File: config.mk
export PLATFORM = sky130hd
export DESIGN_NAME = tx_ack_timeout_tracker_flat
export DESIGN_NICKNAME = d
export VERILOG_FILES = /design/src/rtl/tx_ack_timeout_tracker_if.sv /design/src/rtl/tx_ack_timeout_tracker.sv /design/src/flat_wrapper.sv
export SDC_FILE = /design/constraint.sdc
export NUM_CORES = 2
export LEC_CHECK = 0
export BUFFER_PORTS_ARGS = -buffer_cell sky130_fd_sc_hd__buf_4
export CAP_MARGIN = 20
export CELL_PAD_IN_SITES_DETAIL_PLACEMENT = 0
export CELL_PAD_IN_SITES_GLOBAL_PLACEMENT = 1
export CORE_MARGIN = 2
export CORE_UTILIZATION = 35
export CTS_BUF_LIST = sky130_fd_sc_hd__clkbuf_16
export CTS_CLUSTER_SIZE = 24
export DETAILED_ROUTE_END_ITERATION = 10
export PLACE_DENSITY_LB_ADDON = 0.1
export SKIP_CTS_REPAIR_TIMING = 1
export SLEW_MARGIN = 20
export SYNTH_ARGS = -nofsm -noshare
export SYNTH_HDL_FRONTEND = slang
export SYNTH_SLANG_ARGS = --single-unit
File: constraint.sdc
create_clock -name clk -period 4.3 [get_ports clk]
set_input_delay 0.86 -clock clk [delete_from_list [all_inputs] [get_ports clk]]
set_output_delay 0.86 -clock clk [all_outputs]
set_load 0.1 [all_outputs]
File: src/rtl/tx_ack_timeout_tracker_if.sv
// Retransmit request channel between the ACK/timeout tracker and the TX
// retransmit scheduler.
//   rt_req_val      : a flow has a pending fast retransmit or timeout
//   rt_req_flowid   : flow to retransmit
//   rt_req_timeout  : 1 = timeout, 0 = fast retransmit
//   rt_req_ack_num  : current ACK number of the flow (retransmit start)
//   rt_req_rdy      : scheduler accepts the request
// master = tracker side, slave = scheduler side.
interface tx_ack_timeout_tracker_if #(
    parameter int FLOW_ID_W = 3,
    parameter int ACK_NUM_W = 32
);
    logic                 rt_req_val;
    logic [FLOW_ID_W-1:0] rt_req_flowid;
    logic                 rt_req_timeout;
    logic [ACK_NUM_W-1:0] rt_req_ack_num;
    logic                 rt_req_rdy;

    modport master (
        output rt_req_val,
        output rt_req_flowid,
        output rt_req_timeout,
        output rt_req_ack_num,
        input  rt_req_rdy
    );

    modport slave (
        input  rt_req_val,
        input  rt_req_flowid,
        input  rt_req_timeout,
        input  rt_req_ack_num,
        output rt_req_rdy
    );
endinterface

File: src/rtl/tx_ack_timeout_tracker.sv
// Per-flow transmit-side ACK tracker. Tracks the cumulative ACK number,
// duplicate-ACK count, next-send sequence and a retransmit timer for every
// flow. Duplicate-ACK threshold hits raise rt_pending, expired timers raise
// timeout_pending; pending flows are offered round-robin on rt_req.
// Ports:
//   clk, rst_n                       : clock, async active-low reset
//   init_val/init_flowid/init_seq_num: (re)initialise one flow
//   ack_val/ack_flowid/ack_num       : ACK from the RX path (always accepted)
//   send_val/send_flowid/send_seq_end: segment sent by TX (always accepted)
//   rt_req                           : retransmit request channel (master)
module tx_ack_timeout_tracker #(
    parameter int FLOW_ID_W          = 3,
    parameter int ACK_NUM_W          = 32,
    parameter int RT_ACK_THRESHOLD_W = 2,
    parameter int RT_ACK_THRESHOLD   = 3,
    parameter int TIMESTAMP_W        = 32,
    parameter int RT_TIMEOUT_CYCLES  = 1000
) (
    input  logic                 clk,
    input  logic                 rst_n,
    input  logic                 init_val,
    input  logic [FLOW_ID_W-1:0] init_flowid,
    input  logic [ACK_NUM_W-1:0] init_seq_num,
    input  logic                 ack_val,
    input  logic [FLOW_ID_W-1:0] ack_flowid,
    input  logic [ACK_NUM_W-1:0] ack_num,
    input  logic                 send_val,
    input  logic [FLOW_ID_W-1:0] send_flowid,
    input  logic [ACK_NUM_W-1:0] send_seq_end,
    tx_ack_timeout_tracker_if.master rt_req
);
    localparam int NUM_FLOWS = 2**FLOW_ID_W;
    localparam int CNT_W     = RT_ACK_THRESHOLD_W + 1;

    // Per-flow state and next-state
    logic [ACK_NUM_W-1:0]          ack_num_r [NUM_FLOWS];
    logic [ACK_NUM_W-1:0]          ack_num_nx_s [NUM_FLOWS];
    logic [ACK_NUM_W-1:0]          snd_nxt_r [NUM_FLOWS];
    logic [ACK_NUM_W-1:0]          snd_nxt_nx_s [NUM_FLOWS];
    logic [RT_ACK_THRESHOLD_W-1:0] dup_cnt_r [NUM_FLOWS];
    logic [RT_ACK_THRESHOLD_W-1:0] dup_cnt_nx_s [NUM_FLOWS];
    logic [TIMESTAMP_W-1:0]        ts_r [NUM_FLOWS];
    logic [TIMESTAMP_W-1:0]        ts_nx_s [NUM_FLOWS];
    logic [NUM_FLOWS-1:0]          armed_r, armed_nx_s;
    logic [NUM_FLOWS-1:0]          rt_pend_r, rt_pend_nx_s;
    logic [NUM_FLOWS-1:0]          to_pend_r, to_pend_nx_s;

    // Shared counters and arbiter state
    logic [TIMESTAMP_W-1:0] now_r;
    logic [FLOW_ID_W-1:0]   scan_ptr_r;
    logic [FLOW_ID_W-1:0]   arb_ptr_r;     // first flow considered next
    logic [FLOW_ID_W-1:0]   hold_flow_r;
    logic                   hold_to_r;
    logic                   lock_r;

    // Per-flow event decode
    logic [NUM_FLOWS-1:0] init_hit_s, ack_hit_s, send_hit_s;
    logic [NUM_FLOWS-1:0] ack_new_s, ack_dup_s, scan_hit_s;
    logic [ACK_NUM_W-1:0] delta_s;

    // Arbiter signals
    logic [NUM_FLOWS-1:0] flag_s;
    logic [FLOW_ID_W-1:0] idx_s, pick_s, grant_s;
    logic                 found_s, locked_s, val_s, to_s, hs_s;

    // Decode which flow each input touches and classify the ACK.
    always_comb begin
        init_hit_s = '0;
        ack_hit_s  = '0;
        send_hit_s = '0;
        ack_new_s  = '0;
        ack_dup_s  = '0;
        scan_hit_s = '0;
        delta_s    = '0;
        for (int f = 0; f < NUM_FLOWS; f++) begin
            init_hit_s[f] = init_val && (init_flowid == FLOW_ID_W'(f));
            ack_hit_s[f]  = ack_val  && (ack_flowid  == FLOW_ID_W'(f));
            send_hit_s[f] = send_val && (send_flowid == FLOW_ID_W'(f));
            // Serial-number arithmetic: sign bit of the difference decides
            // whether the ACK moves forward across the wrap point.
            delta_s       = ack_num - ack_num_r[f];
            ack_new_s[f]  = ack_hit_s[f] && !delta_s[ACK_NUM_W-1] && (delta_s != '0);
            ack_dup_s[f]  = ack_hit_s[f] && (delta_s == '0) && armed_r[f];
            scan_hit_s[f] = (scan_ptr_r == FLOW_ID_W'(f)) && armed_r[f] &&
                            ((now_r - ts_r[f]) >= TIMESTAMP_W'(RT_TIMEOUT_CYCLES));
        end
    end

    // Round-robin pick among flagged flows, with the grant locked while stalled.
    always_comb begin
        flag_s  = rt_pend_r | to_pend_r;
        found_s = 1'b0;
        pick_s  = '0;
        idx_s   = '0;
        for (int i = 0; i < NUM_FLOWS; i++) begin
            idx_s = arb_ptr_r + FLOW_ID_W'(i);
            if (!found_s && flag_s[idx_s]) begin
                found_s = 1'b1;
                pick_s  = idx_s;
            end else begin
                found_s = found_s;
            end
        end
        // A held request is dropped only if its flow lost both flags
        // (e.g. re-initialised) while waiting.
        locked_s = lock_r && flag_s[hold_flow_r];
        grant_s  = locked_s ? hold_flow_r : pick_s;
        val_s    = locked_s || found_s;
        to_s     = locked_s ? hold_to_r : to_pend_r[pick_s];
        hs_s     = val_s && rt_req.rt_req_rdy;
    end

    assign rt_req.rt_req_val     = val_s;
    assign rt_req.rt_req_flowid  = grant_s;
    assign rt_req.rt_req_timeout = to_s;
    assign rt_req.rt_req_ack_num = ack_num_r[grant_s];

    // Per-flow next state: scan, handshake clear, then init -> ACK -> send.
    always_comb begin
        ack_num_nx_s = ack_num_r;
        snd_nxt_nx_s = snd_nxt_r;
        dup_cnt_nx_s = dup_cnt_r;
        ts_nx_s      = ts_r;
        armed_nx_s   = armed_r;
        rt_pend_nx_s = rt_pend_r;
        to_pend_nx_s = to_pend_r;
        for (int f = 0; f < NUM_FLOWS; f++) begin
            // Clear first so that a flag set in the same cycle survives.
            if (hs_s && (grant_s == FLOW_ID_W'(f))) begin
                rt_pend_nx_s[f] = 1'b0;
                to_pend_nx_s[f] = 1'b0;
            end else begin
                rt_pend_nx_s[f] = rt_pend_r[f];
            end

            // Scan hits on a flow touched this cycle wait for the next lap.
            if (scan_hit_s[f] && !(init_hit_s[f] || ack_hit_s[f] || send_hit_s[f])) begin
                to_pend_nx_s[f] = 1'b1;
                armed_nx_s[f]   = 1'b0;
                dup_cnt_nx_s[f] = '0;
            end else begin
                armed_nx_s[f] = armed_r[f];
            end

            if (init_hit_s[f]) begin
                ack_num_nx_s[f] = init_seq_num;
                snd_nxt_nx_s[f] = init_seq_num;
                dup_cnt_nx_s[f] = '0;
                armed_nx_s[f]   = 1'b0;
                rt_pend_nx_s[f] = 1'b0;
                to_pend_nx_s[f] = 1'b0;
            end else begin
                if (ack_new_s[f]) begin
                    ack_num_nx_s[f] = ack_num;
                    dup_cnt_nx_s[f] = '0;
                    rt_pend_nx_s[f] = 1'b0;
                    if (ack_num == snd_nxt_r[f]) begin
                        armed_nx_s[f]   = 1'b0;
                        to_pend_nx_s[f] = 1'b0;
                    end else begin
                        ts_nx_s[f]    = now_r;
                        armed_nx_s[f] = 1'b1;
                    end
                end else if (ack_dup_s[f]) begin
                    if (({1'b0, dup_cnt_r[f]} + CNT_W'(1)) == CNT_W'(RT_ACK_THRESHOLD)) begin
                        rt_pend_nx_s[f] = 1'b1;
                        dup_cnt_nx_s[f] = '0;
                    end else begin
                        dup_cnt_nx_s[f] = dup_cnt_r[f] + RT_ACK_THRESHOLD_W'(1);
                    end
                end else begin
                    ack_num_nx_s[f] = ack_num_r[f];
                end

                // Arming looks at the timer as left by the ACK update.
                if (send_hit_s[f]) begin
                    snd_nxt_nx_s[f] = send_seq_end;
                    if (!armed_nx_s[f]) begin
                        armed_nx_s[f] = 1'b1;
                        ts_nx_s[f]    = now_r;
                    end else begin
                        ts_nx_s[f] = ts_nx_s[f];
                    end
                end else begin
                    snd_nxt_nx_s[f] = snd_nxt_nx_s[f];
                end
            end
        end
    end

    // Per-flow state registers.
    always_ff @(posedge clk or negedge rst_n) begin
        if (!rst_n) begin
            for (int f = 0; f < NUM_FLOWS; f++) begin
                ack_num_r[f] <= '0;
                snd_nxt_r[f] <= '0;
                dup_cnt_r[f] <= '0;
                ts_r[f]      <= '0;
            end
            armed_r   <= '0;
            rt_pend_r <= '0;
            to_pend_r <= '0;
        end else begin
            ack_num_r <= ack_num_nx_s;
            snd_nxt_r <= snd_nxt_nx_s;
            dup_cnt_r <= dup_cnt_nx_s;
            ts_r      <= ts_nx_s;
            armed_r   <= armed_nx_s;
            rt_pend_r <= rt_pend_nx_s;
            to_pend_r <= to_pend_nx_s;
        end
    end

    // Free-running time base, timer scan pointer and arbiter state.
    always_ff @(posedge clk or negedge rst_n) begin
        if (!rst_n) begin
            now_r       <= '0;
            scan_ptr_r  <= '0;
            arb_ptr_r   <= '0;
            hold_flow_r <= '0;
            hold_to_r   <= 1'b0;
            lock_r      <= 1'b0;
        end else begin
            now_r       <= now_r + TIMESTAMP_W'(1);
            scan_ptr_r  <= scan_ptr_r + FLOW_ID_W'(1);
            arb_ptr_r   <= hs_s ? (grant_s + FLOW_ID_W'(1)) : arb_ptr_r;
            hold_flow_r <= grant_s;
            hold_to_r   <= to_s;
            lock_r      <= val_s && !rt_req.rt_req_rdy;
        end
    end
endmodule
File: src/flat_wrapper.sv
// flat-port wrapper written by rule: the top's interface ports become plain ports
module tx_ack_timeout_tracker_flat 
#(
    parameter int FLOW_ID_W          = 3,
    parameter int ACK_NUM_W          = 32,
    parameter int RT_ACK_THRESHOLD_W = 2,
    parameter int RT_ACK_THRESHOLD   = 3,
    parameter int TIMESTAMP_W        = 32,
    parameter int RT_TIMEOUT_CYCLES  = 1000
)
  (clk, rst_n, init_val, init_flowid, init_seq_num, ack_val, ack_flowid, ack_num, send_val, send_flowid, send_seq_end, rt_req_rt_req_val, rt_req_rt_req_flowid, rt_req_rt_req_timeout, rt_req_rt_req_ack_num, rt_req_rt_req_rdy);
  tx_ack_timeout_tracker_if #(.FLOW_ID_W(FLOW_ID_W), .ACK_NUM_W(ACK_NUM_W)) rt_req_i ();
  input  logic clk;
  input  logic rst_n;
  input  logic init_val;
  input  logic [FLOW_ID_W-1:0] init_flowid;
  input  logic [ACK_NUM_W-1:0] init_seq_num;
  input  logic ack_val;
  input  logic [FLOW_ID_W-1:0] ack_flowid;
  input  logic [ACK_NUM_W-1:0] ack_num;
  input  logic send_val;
  input  logic [FLOW_ID_W-1:0] send_flowid;
  input  logic [ACK_NUM_W-1:0] send_seq_end;
  output wire logic [$bits(rt_req_i.rt_req_val)-1:0] rt_req_rt_req_val;
  output wire logic [$bits(rt_req_i.rt_req_flowid)-1:0] rt_req_rt_req_flowid;
  output wire logic [$bits(rt_req_i.rt_req_timeout)-1:0] rt_req_rt_req_timeout;
  output wire logic [$bits(rt_req_i.rt_req_ack_num)-1:0] rt_req_rt_req_ack_num;
  input wire logic [$bits(rt_req_i.rt_req_rdy)-1:0] rt_req_rt_req_rdy;
  assign rt_req_rt_req_val = rt_req_i.rt_req_val;
  assign rt_req_rt_req_flowid = rt_req_i.rt_req_flowid;
  assign rt_req_rt_req_timeout = rt_req_i.rt_req_timeout;
  assign rt_req_rt_req_ack_num = rt_req_i.rt_req_ack_num;
  assign rt_req_i.rt_req_rdy = rt_req_rt_req_rdy;
  tx_ack_timeout_tracker #(.FLOW_ID_W(FLOW_ID_W), .ACK_NUM_W(ACK_NUM_W), .RT_ACK_THRESHOLD_W(RT_ACK_THRESHOLD_W), .RT_ACK_THRESHOLD(RT_ACK_THRESHOLD), .TIMESTAMP_W(TIMESTAMP_W), .RT_TIMEOUT_CYCLES(RT_TIMEOUT_CYCLES)) u_core (.clk(clk), .rst_n(rst_n), .init_val(init_val), .init_flowid(init_flowid), .init_seq_num(init_seq_num), .ack_val(ack_val), .ack_flowid(ack_flowid), .ack_num(ack_num), .send_val(send_val), .send_flowid(send_flowid), .send_seq_end(send_seq_end), .rt_req(rt_req_i));
endmodule
[Word-level counts from Yosys, hierarchy flattened]
Index checks and enable logic that the tools add are counted.
Operators by class
  add/subtract/negate cells: 42
  order comparisons: 19
  eq/ne operators: 51
  mux-type cells: 273
  bitwise gates (word level): 2
  reduce and logical (&&, ||, !) cells: 184
Operators by type and width (count)
  32-bit 2-to-1 mux: 66
  32-bit subtractor: 16
  32-bit equality test: 8
  32-bit by 10-bit greater-or-equal comparator with 1-bit output (second input constant): 8
  32-bit logical NOT: 8
  32-bit nonzero test: 8
  1-bit 2-to-1 mux: 147
  1-bit logical AND: 98
  32-bit binary-select mux with 3-bit select: 1
  2-bit 2-to-1 mux: 40
  3-bit equality test (second input constant): 20
  3-bit by 2-bit equality test with 1-bit output (second input constant): 18
  3-bit by 4-bit < comparator with 1-bit output (second input constant): 10
  32-bit by 1-bit adder with 32-bit output (second input constant): 1
  2-bit nonzero test: 16
  4-bit nonzero test: 8
  1-bit binary-select mux with 3-bit select: 10
  3-bit 2-to-1 mux: 9
  2-bit by 1-bit adder with 3-bit output (second input constant): 8
  1-bit logical NOT: 24
  1-bit logical OR: 17
  2-bit by 1-bit adder with 2-bit output (second input constant): 8
  3-bit by 1-bit equality test with 1-bit output (second input constant): 5
  3-bit logical NOT: 5
  other kinds (6): 12
Word-level totals
  bits in registers: 851
  input bits: 111
  output and inout port bits: 37

[Logic depth before layout (Yosys ltp)]
  word-level depth: 33
  gate-level depth with buffers: 21

[Least setup slack after synthesis]
Ideal clock, no wire load.
  path kind: reg-to-output
  start point: register u_core.arb_ptr_r[0]
  end point: output port rt_req_rt_req_ack_num[23]
  arrival: 5327 ps
  data required time: 3440 ps
  setup slack: -1887 ps
  cell stages (with the launch flop): 17
  path buffers: 5
  cell sequence: dfrtp_1 -> buf_2 -> buf_6 -> inv_1 -> ha_1 -> clkbuf_1 -> inv_1 -> mux4_2 -> nand2b_1 -> a2111oi_0 -> a211oi_1 -> o31ai_2 -> mux2_2 -> buf_2 -> buf_2 -> mux2i_1 -> mux2i_1
On the way
  longest elaborated chain between the ends: 29
RTL lines
  start, declared: RTL line tx_ack_timeout_tracker.sv:51  | logic [FLOW_ID_W-1:0] arb_ptr_r;
  start signal, assigned: RTL line tx_ack_timeout_tracker.sv:226  | arb_ptr_r <= hs_s ? (grant_s + FLOW_ID_W'(1)) : arb_ptr_r;
  parallel branches: the longest is 23 deep, another holds 3-bit by 1-bit adder with 3-bit output
  3-bit 2-to-1 mux *: RTL line tx_ack_timeout_tracker.sv:97  | if (!found_s && flag_s[idx_s]) begin
  3-bit 2-to-1 mux *: RTL line tx_ack_timeout_tracker.sv:107  | grant_s = locked_s ? hold_flow_r : pick_s;
  named net rt_req_rt_req_flowid[1]: RTL line flat_wrapper.sv:25  | output wire logic [$bits(rt_req_i.rt_req_flowid)-1:0] rt_req_rt_req_flowid;
  3-bit NOT with 4-bit output (implied by the code) *: RTL line tx_ack_timeout_tracker.sv:116  | assign rt_req.rt_req_ack_num = ack_num_r[grant_s];
  32-bit binary-select mux with 3-bit select *: RTL line tx_ack_timeout_tracker.sv:116
  32-bit 2-to-1 mux (implied by the code) * (2 in series): RTL line tx_ack_timeout_tracker.sv:116
  end, declared: RTL line flat_wrapper.sv:27  | output wire logic [$bits(rt_req_i.rt_req_ack_num)-1:0] rt_req_rt_req_ack_num;
Mark *: on every way through the listed nets, which the timed path passes. The select of a mux whose other input is x is not followed.

[Worst setup path after layout]
  start point: register u_core.arb_ptr_r[0]
  end point: output port rt_req_rt_req_ack_num[23]
On the way
  longest elaborated chain between the ends: 29
RTL lines (RTL line)
  parallel branches: the longest is 23 deep, another holds 3-bit by 1-bit adder with 3-bit output
  3-bit 2-to-1 mux *: tx_ack_timeout_tracker.sv:97
  3-bit 2-to-1 mux *: tx_ack_timeout_tracker.sv:107
  3-bit NOT with 4-bit output (implied by the code) *: tx_ack_timeout_tracker.sv:116
  32-bit binary-select mux with 3-bit select *: tx_ack_timeout_tracker.sv:116
  32-bit 2-to-1 mux (implied by the code) * (2 in series): tx_ack_timeout_tracker.sv:116
Every way passes the cells marked *. The select of a mux whose other input is x is not followed.

==> run_results.csv <==
group,metric,value,unit
synth,netlist.area_leader.share,28.4,%
power_and_ir_drop,p_leak,48.7,nW
cells_and_area,syn2layout_area_growth,37.4,%
setup_path,end_kind,"primary output",
cells_and_area,final_cell_mix,"buf_4 (1976), nand2_1 (1002), dfrtp_1 (845), a21oi_1 (680), nor2_1 (676)",
sta,relSlewSlack,30.1,%
die,die-area,218000,sq um
synth,yosysUniqueCellTypes,109,
die,initial_utilization,35.1,%
cells_and_area,final_nets,11600,
grt,grt_pass1_wl,537000,microns
clock_network,cts_tree,"yes",
placement,place_congestion,0.987,
synth,seq_area_frac_synth,28.4,%
synth,syn-instance-count,9232,
setup_path,crit_type,"register to primary output",
clock_network,cts_buffers,107,
routing,routedWlPerCell,27.8,microns
sta,setup_viol,481,
placement,hpwlAfterDp,300000,microns
cells_and_area,layout-drive-gt1-share,29.3,%
synth,synth-edff-count,0,
routing,totalWireLength,387000,microns
die,die_width,467,microns
sta,finClkSkew,0.0674,ns
die,io_pins,148,
clock_network,clockBufferDepth,3,
routing,vias,80600,
setup_path,crit_path_top_delay_cell,"mux4_2",
grt,first_global_vias,76300,
sta,fin_ws,-1.55,ns
sta,fmax,171,MHz
die,placementRows,170,
setup_path,crit_required,3.44,ns
placement,io_buffers,147,
cells_and_area,stdcell_area,103000,sq um
sta,tns,-164.88,ns
power_and_ir_drop,p_per_area,897,nW/um^2
placement,post-place-ws,-2.06,ns
sta,rsz0062_at_grt,"yes",
run_status,status,"finished, violations left",
sta,hold_viol_final,0,
sta,finalCritPeriodShare,136,%
run_status,violations,"negative setup slack",
synth,synth-seq-cells,851,
setup_path,worstPathCellList,"buf_6 > nor3_4 > a21oi_2 > buf_4 > mux4_2 > nor4_4 > and2b_2 > a221oi_2 > nand2_1 > o31ai_4 > mux2_8 > buf_12 > buf_4 > mux2i_1 > buf_4 > mux2i_1 > buf_4 > mux2i_4 > buf_12",
synth,async_flop_share,100,%
setup_path,cpLargestDelayFamily,"multiplexers",
synth,synth_fp_nets,9869,
grt,grt_use_total,33.5,%
grt,grt_max_degree,131,
power_and_ir_drop,peakVddDrop,1.56,mV
sta,worst_slew_pin_slew,1.05,ns
grt,grt_overflow,0,
synth,netlist_area,75100,sq um
synth,yosysWarningCount,0,
routing,ant_nets,0,
clock_network,cts-root-buf,"clkbuf_16",
clock_network,path_clk_slew,0.06,ns
routing,drt-initial-drc-count,8155,
synth,yosys.area.top_type,"dfrtp_1",
setup_path,crit_fanout,7,
min_path,hp-class,"primary input to asynchronous set/reset pin",
synth,yosys-top-cells-area,"dfrtp_1 (28%), ha_1 (8.5%), mux2i_1 (6.4%)",
sta,holdWs,0.114,ns
placement,dpl-instance-area,94300,sq um
sta,slew_violations,0,
grt,antenna_found_initial,48,
die,core_area,214000,sq um
clock_network,clock-sinks,851,
sta,fin_crit,5.85,ns
cells_and_area,final_common_cell,"buf_4",
synth,synth_ff_type,"dfrtp_1",
die,die_y,467,microns
routing,vias_per_cell,5.78,
setup_path,arrival,4.99,ns
clock_network,clkLatencyLatePin,0.78,ns
routing,drt_first_pass_iters,6,
synth,synth_area_per_cell,8.14,sq um
setup_path,crit_buf_inv,7,
setup_path,critPathMaxStageDelay,0.51,ns
flow_run,drv_cap,0,
clock_network,htreeDepth,3,
setup_path,setup.worst_path.start_class,"register",
setup_path,crit_top_cell,"buf_4",
routing,drc,0,
## Yosys cell counts, types with 34 or more instances
cell type / number
nand2_1: 1015
dfrtp_1: 851
a21oi_1: 718
inv_1: 693
nor2_1: 692
ha_1: 511
mux2i_1: 483
o21ai_0: 388
clkbuf_1: 376
a31oi_1: 339
xor2_1: 281
mux2_2: 239
xnor2_1: 202
a21o_1: 172
nand3_1: 168
nor3_1: 158
nand4_1: 150
nor4_1: 127
o21a_1: 103
nand2b_1: 98
nor2b_1: 90
a211oi_1: 84
o211ai_1: 66
buf_2: 64
and3_1: 60
buf_1: 55
or3_1: 53
o2111ai_1: 49
a2111oi_0: 47
o21bai_1: 47
o31ai_1: 47
nor3b_1: 44
and2_1: 40
o22ai_1: 38
nand3b_1: 36
a211o_1: 34
## flip-flops by register name, indices dropped and copies added, names as in the netlist
signal              cells
u_core.ack_num_r      256
u_core.dup_cnt_r       16
u_core.hold_to_r        1
u_core.scan_ptr_r       3
u_core.rt_pend_r        8
u_core.hold_flow_r      3
u_core.lock_r           1
u_core.ts_r           256
u_core.to_pend_r        8
u_core.arb_ptr_r        3
u_core.armed_r          8
u_core.snd_nxt_r      256
u_core.now_r           32
## report_power, final
| part | total, W | switching, W | internal, W | leakage, nW |
|---|---|---|---|---|
| combinational | 0.0721 | 0.0406 | 0.0315 | 36.6 |
| clock | 0.00896 | 0.00397 | 0.00499 | 1.70 |
| sequential | 0.0114 | 0.00145 | 0.00999 | 10.4 |
| total | 0.0925 | 0.0460 | 0.0465 | 48.7 |
## final timing paths
path                                       startpoint                   endpoint  slack [ns]  depth (start not counted)
worst max-delay path              u_core.arb_ptr_r[0]  rt_req_rt_req_ack_num[23]       -1.55                         19
worst min-delay path                            rst_n           u_core.ts_r[143]        0.11                          1
worst max register to register  u_core.ack_num_r[214]           u_core.ts_r[208]       -0.84                         19
worst min register to register       u_core.ts_r[189]           u_core.ts_r[189]        0.50                          1
max in group asynchronous                       rst_n            u_core.ts_r[85]        2.94                          2
min in group clk                    rt_req_rt_req_rdy              u_core.lock_r        0.33                          2
## worst reg2reg max path, delay by kind of cell (launching register included)
kind	cells	cell delay, ns
adder cells (fa/ha/maj)	1	0.39
AND/OR/NAND/NOR	4	1.35
AO/OA/AOI/OAI	7	1.34
flip-flops	1	0.40
buffers and inverters	6	1.20
multiplexers	1	0.29
## cell type report
cell class                      count  area [sq um]
Antenna cell                       12          30.0
Sequential cell                   851         21300
Inverter                          695          2650
Multi-Input combinational cell   7139         53200
Tap cell                         2838          3550
Clock buffer                      107          2680
Clock inverter                     87           683
Timing Repair Buffer             2206         19000
Fill cell                       21000        111000
## through the flow
stage	cells	utilization [%]	total power, W
floorplan	9232	-	0.0468
global placement	13600	44.1	0.0723
detailed placement	13600	44.1	0.0725
CTS	13800	45.7	0.0817
global route	13900	48.2	0.0960
finish	13900	48.2	0.0925
## per-layer routing
metal	vias up	share of wire (%)	global-route usage, %	routed length, microns
met5	-	0.034	0	131
met4	22	5.1	14.6	19900
met3	723	7.9	5.82	30700
met2	3301	42	49.9	163000
met1	39700	45	47.3	173000
li1	36900	-	-	-
## kinds of logic after synthesis
| family | count (synthesis) | share of synthesized area (%) |
|---|---|---|
| buf+inv | 1242 | 6.53 |
| flops | 851 | 28.4 |
| mux | 761 | 10.8 |
| fa+ha+maj | 526 | 8.91 |
| xor+xnor | 483 | 5.63 |
| compound gates | 2476 | 21.4 |
| simple gates | 2893 | 18.4 |
Power figures use the tool's default switching activity.
